**config.mk**
```make
export PLATFORM = sky130hd
export DESIGN_NAME = updown_counter_mod
export DESIGN_NICKNAME = d
export VERILOG_FILES = /design/src/rtl/updown_counter_mod.sv
export SDC_FILE = /design/constraint.sdc
export NUM_CORES = 1
export LEC_CHECK = 0
export BUFFER_PORTS_ARGS = -buffer_cell sky130_fd_sc_hd__buf_2
export CAP_MARGIN = 20
export CORE_AREA = 8 8 45 47
export CTS_CLUSTER_DIAMETER = 40
export DETAILED_ROUTE_END_ITERATION = 6
export DIE_AREA = 0 0 53 55
export PLACE_DENSITY_LB_ADDON = 0.1
export SLEW_MARGIN = 20
export SYNTH_ARGS = -nofsm -noshare
export SYNTH_HDL_FRONTEND = slang
export SYNTH_SLANG_ARGS = --single-unit
```
**constraint.sdc**
```tcl
create_clock -name clk -period 2.44 [get_ports clk]
set_clock_uncertainty 0.15 [all_clocks]
set_input_delay 0.122 -clock clk [delete_from_list [all_inputs] [get_ports clk]]
set_output_delay 0.122 -clock clk [all_outputs]
set_load 0.05 [all_outputs]
```
**src/rtl/updown_counter_mod.sv**
```systemverilog
// Parametrised up/down counter with modulus, wrap-or-saturate limits,
// registered limit pulse and sticky overflow/underflow flags.
module updown_counter_mod #(
    parameter int unsigned     WIDTH  = 4,
    parameter longint unsigned MODULO = 16
) (
    input  logic             clk,
    input  logic             reset,
    input  logic             en,
    input  logic             up_dn,
    input  logic             sat_mode,
    input  logic             clr,
    input  logic             load,
    input  logic [WIDTH-1:0] load_val,
    input  logic             flag_clr,
    output logic [WIDTH-1:0] out,
    output logic             wrap,
    output logic             ovf,
    output logic             unf,
    output logic             at_max,
    output logic             at_zero
);

    localparam logic [WIDTH-1:0] MAX_VAL = WIDTH'(MODULO - 64'd1);
    localparam logic [WIDTH:0]   ONE_EXT = (WIDTH+1)'(1);

    logic [WIDTH-1:0] count_q, count_d;
    logic             wrap_q, wrap_d;
    logic             ovf_q, ovf_d;
    logic             unf_q, unf_d;

    logic             count_step;
    logic             up_event;
    logic             dn_event;
    logic [WIDTH:0]   inc_ext;
    logic [WIDTH:0]   dec_ext;
    logic [WIDTH-1:0] load_clamped;

    assign at_max  = (count_q == MAX_VAL);
    assign at_zero = (count_q == '0);

    // A limit event only exists when the enable path actually owns the update.
    assign count_step = en & ~clr & ~load;
    assign up_event   = count_step &  up_dn & at_max;
    assign dn_event   = count_step & ~up_dn & at_zero;

    assign inc_ext      = {1'b0, count_q} + ONE_EXT;
    assign dec_ext      = {1'b0, count_q} - ONE_EXT;
    assign load_clamped = (load_val > MAX_VAL) ? MAX_VAL : load_val;

    always_comb begin
        count_d = count_q;
        if (clr) begin
            count_d = '0;
        end else if (load) begin
            count_d = load_clamped;
        end else if (en) begin
            if (up_dn) begin
                if (!at_max)
                    count_d = inc_ext[WIDTH-1:0];
                else if (!sat_mode)
                    count_d = '0;
            end else begin
                if (!at_zero)
                    count_d = dec_ext[WIDTH-1:0];
                else if (!sat_mode)
                    count_d = MAX_VAL;
            end
        end
    end

    // flag_clr clears both flags, but a same-edge limit event re-sets its own flag.
    always_comb begin
        wrap_d = up_event | dn_event;
        ovf_d  = (ovf_q & ~flag_clr) | up_event;
        unf_d  = (unf_q & ~flag_clr) | dn_event;
    end

    always_ff @(posedge clk or posedge reset) begin
        if (reset) begin
            count_q <= '0;
            wrap_q  <= 1'b0;
            ovf_q   <= 1'b0;
            unf_q   <= 1'b0;
        end else begin
            count_q <= count_d;
            wrap_q  <= wrap_d;
            ovf_q   <= ovf_d;
            unf_q   <= unf_d;
        end
    end

    assign out  = count_q;
    assign wrap = wrap_q;
    assign ovf  = ovf_q;
    assign unf  = unf_q;

endmodule

```
==> qor.txt, run 1 <==
Max Cap Violations: 0
crit path cell chain: inv_1 -> ha_1 -> nor4b_4 -> o21a_1 -> o311ai_0 -> o31ai_1
Post-route DRC: 0
CP Launch Type: register
Synth cell types: 29
Net Count, Synth: 68
Die X: 53 microns
Placed Instances: 88
Critical Path Max Stage Delay: 0.47 ns
Post-CTS Setup Bufs: 0
Worst EP arrival: 1.97 ns
I/O pin count: 21
peak supply drop: 0.289 mV
Avg WL per Cell: 15.2 microns
Overall Global Routing Usage: 10.5%
main area contributors after synthesis: dfrtp_1 33%, mux2i_1 5.7%, inv_1 5.7%
slowest stage cell, crit path: dfrtp_1
worst skew pair latency: 0.26 ns
Mapped Cells: 54
Starting Density: 38.2%
Post-Syn Area: 529 sq um
initial antenna violation count: 0
largest family of logic cells by synthesized area: compound AO/OA/AOI/OAI gates
DRT iter0 DRCs: 14
Crit path max-delay family: compound AO/OA/AOI/OAI gates
Inserted Diodes: 0
H-tree levels: 1
largest net degree at the start of global routing: 11
Buf+Inv Stages, Crit Path: 1
CTS Hold Bufs: 4
synth warn: 0
Final Setup Violations: 0
critical path fanouts, max: 8
# fillers: 134
area of the core: 0.00138 sq mm
post-synth top area cell: dfrtp_1
Avg Vias per Cell: 5.49
Synth top area share: 33.1%
Post-Synth Simple-Gate Area: 16.3%
first-pass GRT wire length: 2.19 mm
worst hold path class: primary input to register
layout cell share with drive strength beyond 1: 36.3%
Post-Synth Adder-Cell Area: 4.73%
sequential-to-total area share from yosys stat: 33.1%
Avg Inst Size Synth: 9.80 sq um
setup_tns: 0 ns
most frequent cells in the layout: 20 x buf_2, 8 x inv_1, 7 x dfrtp_1
via count: 527
port bufs: 20
Hold Violations, Final: 0
Finished Layout Cells: 96
slew at the pin closest to its max-slew limit: 0.460 ns
crit path capture type: register
Antenna Nets Post-Route: 0
Most used DFF post-synth: dfrtp_1
Area growth syn-to-layout: 33.3%
status: finished, final reports clean
max frequency: 0.500 GHz
DIE AREA: 0.00292 sq mm
most common cell after layout, fill and taps aside: buf_2
NumNets Final: 95
share of flip-flops with an asynchronous set or reset: 100%
GR Overflow Total: 0
relative slew slack: 69.2%
period utilization: 82.0%
CTS tree: built
row count: 14
Leakage Power: 0.000382 uW
mux cell area share after synthesis: 5.67%
vias in the first global route: 490
#FFs+latches synth: 7
Die Ht: 55 microns
RSZ-0062 raised after global routing: false
Final Wtd Congestion: 0.761
clock sink count: 7
post-cts resize count: 0
Compound-Gate Fraction of Synth Area: 30.7%
Clock Tree Root: clkbuf_4
drt first pass iters: 4
Tmin final: 2.00 ns
clock buffer depth: 2
Pwr Density: 551 mW/mm^2
Total Wirelength: 1.46 mm
xor/xnor share of the synthesized area: 1.65%
CTS clk-pin slew, worst paths: 0.06 ns
fin. max-slew vios: 0
total CTS buffers: 3
Post-DP HPWL: 1.09 mm
EDFF count, synth: 0
Core Util, Final: 51.0%
Worst EP required: 2.41 ns
total design power: 389 uW
kind of critical path: register to register
power breakdown:
| group | switching [uW] | leakage, uW | total (uW) | internal [uW] |
|---|---|---|---|---|
| Combinational | 87.0 | 0.000271 | 138 | 51.0 |
| Sequential | 17.3 | 0.0000934 | 141 | 124 |
| Clock | 49.3 | 0.0000177 | 109 | 60.2 |
tightest hold or removal path, stage by stage:
cell and delay [ns]:
buf_2 0.09, inv_1 0.04, a21oi_1 0.06, o31ai_1 0.06, mux2i_1 0.06
registers in the layout, summed over array words and instances, names as in the netlist:
register	count
out	4
ovf	1
unf	1
wrap	1
path summary, 6_finish.rpt:
path                               startpoint                  to  slack [ns]  cells after the start
setup / recovery           out[0]$_DFFE_PP0P_  out[2]$_DFFE_PP0P_        0.44                      6
hold reg to reg                 ovf$_DFF_PP0_       ovf$_DFF_PP0_        0.34                      1
max in group asynchronous               reset  out[2]$_DFFE_PP0P_        1.72                      3
setup reg to reg           out[0]$_DFFE_PP0P_  out[2]$_DFFE_PP0P_        0.44                      6
min in group asynchronous               reset       ovf$_DFF_PP0_        0.20                      3
hold / removal                    load_val[0]  out[0]$_DFFE_PP0P_        0.06                      5
synthesized netlist by cell type (2+ instances only):
| cell type | number |
|---|---|
| a32o_1 | 2 |
| o21ai_0 | 2 |
| dfrtp_1 | 7 |
| a221oi_1 | 2 |
| nor2_1 | 3 |
| a21oi_1 | 3 |
| mux2i_1 | 3 |
| inv_1 | 8 |
| ha_1 | 2 |
| o31ai_1 | 2 |
| o211a_1 | 2 |
per-layer routing:
layer	wire length (microns)	track usage (%)	part of all wire [%]	up-vias
met3	110	2.14	7.5	4
met2	693	17.2	47	20
met5	0	0	0	-
met1	620	11.1	42	249
met4	36	10.3	2.5	0
li1	-	-	-	254
through the flow:
stage,setup slack [ns],instance area (sq um),hold slack [ns]
6_report,0.438,706,0.0641
3_5_place_dp,0.477,638,-0.0811
3_3_place_gp,0.540,638,-0.0805
4_1_cts,0.448,706,0.0588
2_1_floorplan,0.323,529,-0.225
5_1_grt,0.357,706,0.0755
cell families (layout without fill, tap and decap cells):
family          Yosys count  count (layout)
simple gates             12              12
buf+inv                  10              36
fa+ha+maj                 2               2
xor+xnor                  1               1
flops                     7               7
mux                       3               3
compound gates           19              19
cell type report:
class / instances / area, sq um / area share (%)
Multi-Input combinational cell: 37 / 313 / 44.3
Tap cell: 16 / 20.0 / 2.84
Clock inverter: 1 / 5.00 / 0.709
Clock buffer: 3 / 22.5 / 3.19
Inverter: 8 / 30.0 / 4.26
Timing Repair Buffer: 24 / 140 / 19.9
Sequential cell: 7 / 175 / 24.8
(Power assumes the default switching activity.)
==> inputs of run 2 (changes only) <==
clock period = 1.9 ns   (was 2.44 ns; I/O delays follow)
==> run 2 against run 1 <==
Against the previous run: fmax is 10% higher; combinational power increased by 46%; hold slack worse by 0.014 ns; worst setup slack got worse by 0.36 ns; register-to-register slack worse by 0.36 ns; die area unchanged; critical path depth down 1; sequential share of layout area is 1.2 points lower; clock power up 24%; first-iteration DRC count rose by 14%; total power is 33% higher; largest power group is now combinational logic; highest routed layer is now met3.
==> qor.txt, run 2 (same netlist as run 1, synthesis figures left out) <==
total CTS buffers: 3
relative slew slack: 69.5%
row count: 14
critical path fanouts, max: 8
Total Wirelength: 1.44 mm
Worst EP arrival: 1.83 ns
reg2reg setup slack: 0.08 ns
initial antenna violation count: 0
worst reg2reg path depth: 5
worst skew pair latency: 0.25 ns
fin. max-slew vios: 0
port bufs: 20
cell depth of the worst setup path: 5
Pwr Density: 689 mW/mm^2
DIE AREA: 0.00292 sq mm
Hold Violations, Final: 0
worst setup margin: 0.0820 ns
period utilization: 95.7%
layout cell share with drive strength beyond 1: 45.2%
area of the core: 0.00138 sq mm
Clock Tree Root: clkbuf_4
most frequent cells in the layout: 20 x buf_2, 6 x inv_1, 5 x dfrtp_1
Overall Global Routing Usage: 10.7%
peak supply drop: 0.398 mV
Critical Path Max Stage Delay: 0.45 ns
vias in the first global route: 502
clock buffer depth: 2
CP Launch Type: register
Avg Vias per Cell: 5.32
status: finished, final reports clean
Avg WL per Cell: 14.4 microns
H-tree levels: 1
GR Overflow Total: 0
Tmin final: 1.82 ns
Largest register FFs: 4
via count: 532
Final Setup Violations: 0
first-pass GRT wire length: 2.37 mm
most common cell after layout, fill and taps aside: buf_2
max frequency: 0.550 GHz
largest net degree at the start of global routing: 11
Crit path max-delay family: compound AO/OA/AOI/OAI gates
Hold Crit Depth: 3
Worst EP required: 1.91 ns
Post-route DRC: 0
drt first pass iters: 7
total design power: 518 uW
Die Ht: 55 microns
Max Cap Violations: 0
Post-DP HPWL: 1.11 mm
worst hold path class: primary input to register
Hold Slack: 0.0500 ns
Starting Density: 38.2%
kind of critical path: register to register
DRT iter0 DRCs: 16
CTS tree: built
pre-CTS setup slack: 0.00844 ns
slew at the pin closest to its max-slew limit: 0.456 ns
NumNets Final: 99
clock sink count: 7
slowest stage cell, crit path: dfrtp_2
Leakage Power: 0.000395 uW
Die X: 53 microns
crit path cell chain: ha_2 -> and4_4 -> o21a_1 -> o21a_4 -> a221oi_2
crit path capture type: register
CTS clk-pin slew, worst paths: 0.05 ns
I/O pin count: 21
Inserted Diodes: 0
Final Wtd Congestion: 0.776
Antenna Nets Post-Route: 0
Buf+Inv Stages, Crit Path: 0
Area growth syn-to-layout: 42.1%
# fillers: 133
[run 2: cell types whose count changed in the layout (fill, tap and decap cells not counted), sizes merged]
cell | before | now
clkbuf | 3 | 4
buf | 20 | 24
clkinv | 1 | 0
[run 2: worst paths after layout]
kind / from / endpoint
min in group asynchronous: reset / wrap$_DFF_PP0_
setup reg to reg: out[0]$_DFFE_PP0P_ / out[3]$_DFFE_PP0P_
hold / removal: load_val[2] / out[2]$_DFFE_PP0P_
setup / recovery: out[0]$_DFFE_PP0P_ / out[3]$_DFFE_PP0P_
hold reg to reg: unf$_DFF_PP0_ / unf$_DFF_PP0_
max in group asynchronous: reset / out[0]$_DFFE_PP0P_
[run 2: what timing repair did]
item                       CTS  global route
buffers inserted             0             2
hold endpoints to repair    12             0
gates resized for setup      0             5
hold buffers                 4             0
setup endpoints to repair    0             3
[run 2: per-layer routing]
metal	wire length, microns	global-route usage, %	vias to the layer above
met2	700	16.6	17
met5	0	0	-
met1	668	13.3	252
met3	75	2.41	0
met4	0	6.47	0
li1	-	-	263
[run 2: through the flow]
step / setup TNS, ns / cells / area [sq um] / utilization (%)
after floorplan: 0 / 54 / 532 / -
after global placement: 0 / 90 / 656 / 47.4
after detailed placement: 0 / 90 / 656 / 47.4
after CTS: 0 / 98 / 722 / 52.2
after global routing: -0.0109 / 100 / 752 / 54.3
final: 0 / 100 / 752 / 54.3
[run 2: cell type report]
cell class                      instances  area (sq um)  share of cell area, %
Timing Repair Buffer                   28           170                   22.6
Inverter                                8          30.0                   3.99
Tap cell                               16          20.0                   2.66
Clock buffer                            4          26.3                   3.49
Multi-Input combinational cell         37           328                   43.6
Sequential cell                         7           178                   23.6
[run 2: tightest hold or removal path: stages]
cell     delay, ns
buf_2         0.07
a21oi_1       0.06
o31ai_1       0.18
[run 2: report_power, final]
| group | internal (uW) | switching, uW |
|---|---|---|
| Combinational | 83.1 | 118 |
| Clock | 80.2 | 55.1 |
| Sequential | 160 | 21.7 |
==> inputs of run 3 (changes only) <==
ABC_AREA = 1   (was unset)
TNS_END_PERCENT = 20   (was unset)
==> run 3 against run 2 <==
Against the previous run: wire length decreased by 3.0%; register-to-register slack improved by 0.23 ns; fmax increased by 5.1%; global-route usage about the same; utilization decreased by 1.6 points; critical path depth unchanged.
==> qor.txt, run 3 <==
WHS Endpoint: out[1]$_DFFE_PP0P_
drt first pass iters: 4
worst reg2reg path depth: 9
max frequency: 0.578 GHz
Starting Density: 41.7%
I/O pin count: 21
Post-CTS Setup Bufs: 0
reg2reg setup slack: 0.31 ns
#FFs+latches synth: 7
largest net degree at the start of global routing: 10
Total Wirelength: 1.40 mm
period utilization: 91.0%
CTS tree: built
Antenna Nets Post-Route: 0
Pwr Density: 683 mW/mm^2
GR Overflow Total: 0
H-tree levels: 1
EDFF count, synth: 0
top post-synthesis cells by count: 24 x nand2_1, 14 x inv_1, 12 x nor2_1
port bufs: 20
Hold Violations, Final: 0
DIE AREA: 0.00292 sq mm
RSZ-0062 raised after global routing: false
Net Count, Synth: 102
Post-Syn Area: 577 sq um
Max Cap Violations: 0
Die Ht: 55 microns
setup_tns: 0 ns
most frequent cells in the layout: 24 x nand2_1, 20 x buf_2, 14 x inv_1
Synth cell types: 21
RR Endpoint: out[0]$_DFFE_PP0P_
synth warn: 0
NumNets Final: 127
clock sink count: 7
most common cell after layout, fill and taps aside: nand2_1
post-cts resize count: 0
Final Setup Violations: 0
first-pass GRT wire length: 2.36 mm
main area contributors after synthesis: dfrtp_1 30%, nand2_1 16%, inv_1 9.1%
worst hold path class: primary input to register
Tmin final: 1.73 ns
vias in the first global route: 565
RR Startpoint: out[0]$_DFFE_PP0P_
row count: 14
Area growth syn-to-layout: 26.5%
share of flip-flops with an asynchronous set or reset: 100%
peak supply drop: 0.263 mV
Inserted Diodes: 0
Hold Crit Depth: 3
Post-DP HPWL: 1.14 mm
Overall Global Routing Usage: 10.7%
Finished Layout Cells: 128
total CTS buffers: 3
sequential-to-total area share from yosys stat: 30.4%
Post-route DRC: 0
layout cell share with drive strength beyond 1: 29.5%
DRT iter0 DRCs: 12
Synth top area share: 30.4%
post-synth top area cell: dfrtp_1
Avg WL per Cell: 10.9 microns
Avg Inst Size Synth: 6.55 sq um
clock buffer depth: 2
area of the core: 0.00138 sq mm
initial antenna violation count: 0
Leakage Power: 0.000402 uW
Die X: 53 microns
critical path fanouts, max: 7
Avg Vias per Cell: 4.73
Most used DFF post-synth: dfrtp_1
CP Launch Type: register
relative slew slack: 78.7%
Mapped Cells: 88
kind of critical path: register to output port
via count: 606
Final Wtd Congestion: 0.733
worst skew pair latency: 0.25 ns
Clock Tree Root: clkbuf_4
CTS clk-pin slew, worst paths: 0.05 ns
Core Util, Final: 52.7%
fin. max-slew vios: 0
slew at the pin closest to its max-slew limit: 0.319 ns
Worst EP arrival: 1.48 ns
status: finished, final reports clean
Placed Instances: 122
Worst EP required: 1.65 ns
crit path capture type: output port
most common cell in the synthesized netlist: nand2_1
worst hold start: load_val[1]
Largest register FFs: 4
run 3: changes by cell type after synthesis, moves of 2 or more:
cell and change:
mux2i_1 -3, nand3_2 +2, o21ai_0 +5, o211a_1 -2
a221oi_1 -2, a21oi_1 -2, nor2_1 +9, inv_1 +6
a32o_1 -2, o31ai_1 -2, nand2_1 +23, nand3_1 +6
nand2_2 +2
run 3: per-layer routing:
| metal | GRT usage, % | share of wire [%] | vias up | routed length (microns) |
|---|---|---|---|---|
| met5 | 0 | 0 | - | 0 |
| met4 | 6.47 | 0 | 0 | 0 |
| met3 | 2.67 | 4.6 | 0 | 65 |
| met2 | 17.4 | 51 | 17 | 719 |
| met1 | 12.5 | 44 | 270 | 616 |
| li1 | - | - | 319 | - |
run 3: cell type report:
type                    count  area (sq um)
clock buffers               4          26.3
fillers                   150           654
inverters                  16          61.3
multi-input cells          63           324
flip-flops and latches      7           178
well taps                  16          20.0
repair buffers             22           120
run 3: worst max path at each step:
stage,start,endpoint,slack [ns],cells past startpoint
2_1_floorplan,out[0]$_DFFE_PP0P_,out[3]$_DFFE_PP0P_,0.03,9
3_3_place_gp,out[0]$_DFFE_PP0P_,out[3]$_DFFE_PP0P_,0.33,9
3_5_place_dp,out[0]$_DFFE_PP0P_,out[3]$_DFFE_PP0P_,0.32,9
4_1_cts,out[0]$_DFFE_PP0P_,at_zero,0.16,5
5_1_grt,out[0]$_DFFE_PP0P_,at_zero,0.08,5
6_report,out[0]$_DFFE_PP0P_,at_zero,0.17,5
run 3: kinds of logic after synthesis:
family | Yosys count | synth area share, %
AO/OA/AOI/OAI | 10 | 9.33
AND/OR/NAND/NOR | 51 | 42.5
buffers and inverters | 18 | 13.4
flip-flops | 7 | 30.4
adder cells (fa/ha/maj) | 2 | 4.34
run 3: critical path: stages, from the launching register on:
cell     delay [ns]
dfrtp_2        0.45
inv_1          0.10
ha_1           0.18
nand2_2        0.07
nor2_4         0.15
buf_2          0.28
run 3: where the power goes:
| part | leakage [uW] | switching (uW) | internal [uW] |
|---|---|---|---|
| combinational | 0.000296 | 122 | 57.0 |
| sequential | 0.0000903 | 22.1 | 161 |
| clock | 0.0000150 | 55.5 | 80.2 |
run 3: per-stage QoR:
step | total power [uW] | worst slack [ns] | area, sq um | hold WS, ns
after floorplan | 322 | 0.0263 | 579 | -0.252
after global placement | 362 | 0.329 | 683 | -0.119
after detailed placement | 363 | 0.317 | 683 | -0.116
after CTS | 503 | 0.160 | 729 | 0.0137
after global routing | 530 | 0.0786 | 729 | 0.0280
final | 498 | 0.170 | 729 | 0.0238
run 3: repair_timing:
action                                 CTS  global route
setup endpoints to repair                0             0
endpoints found under the hold margin    9             0
hold buffers                             2             0
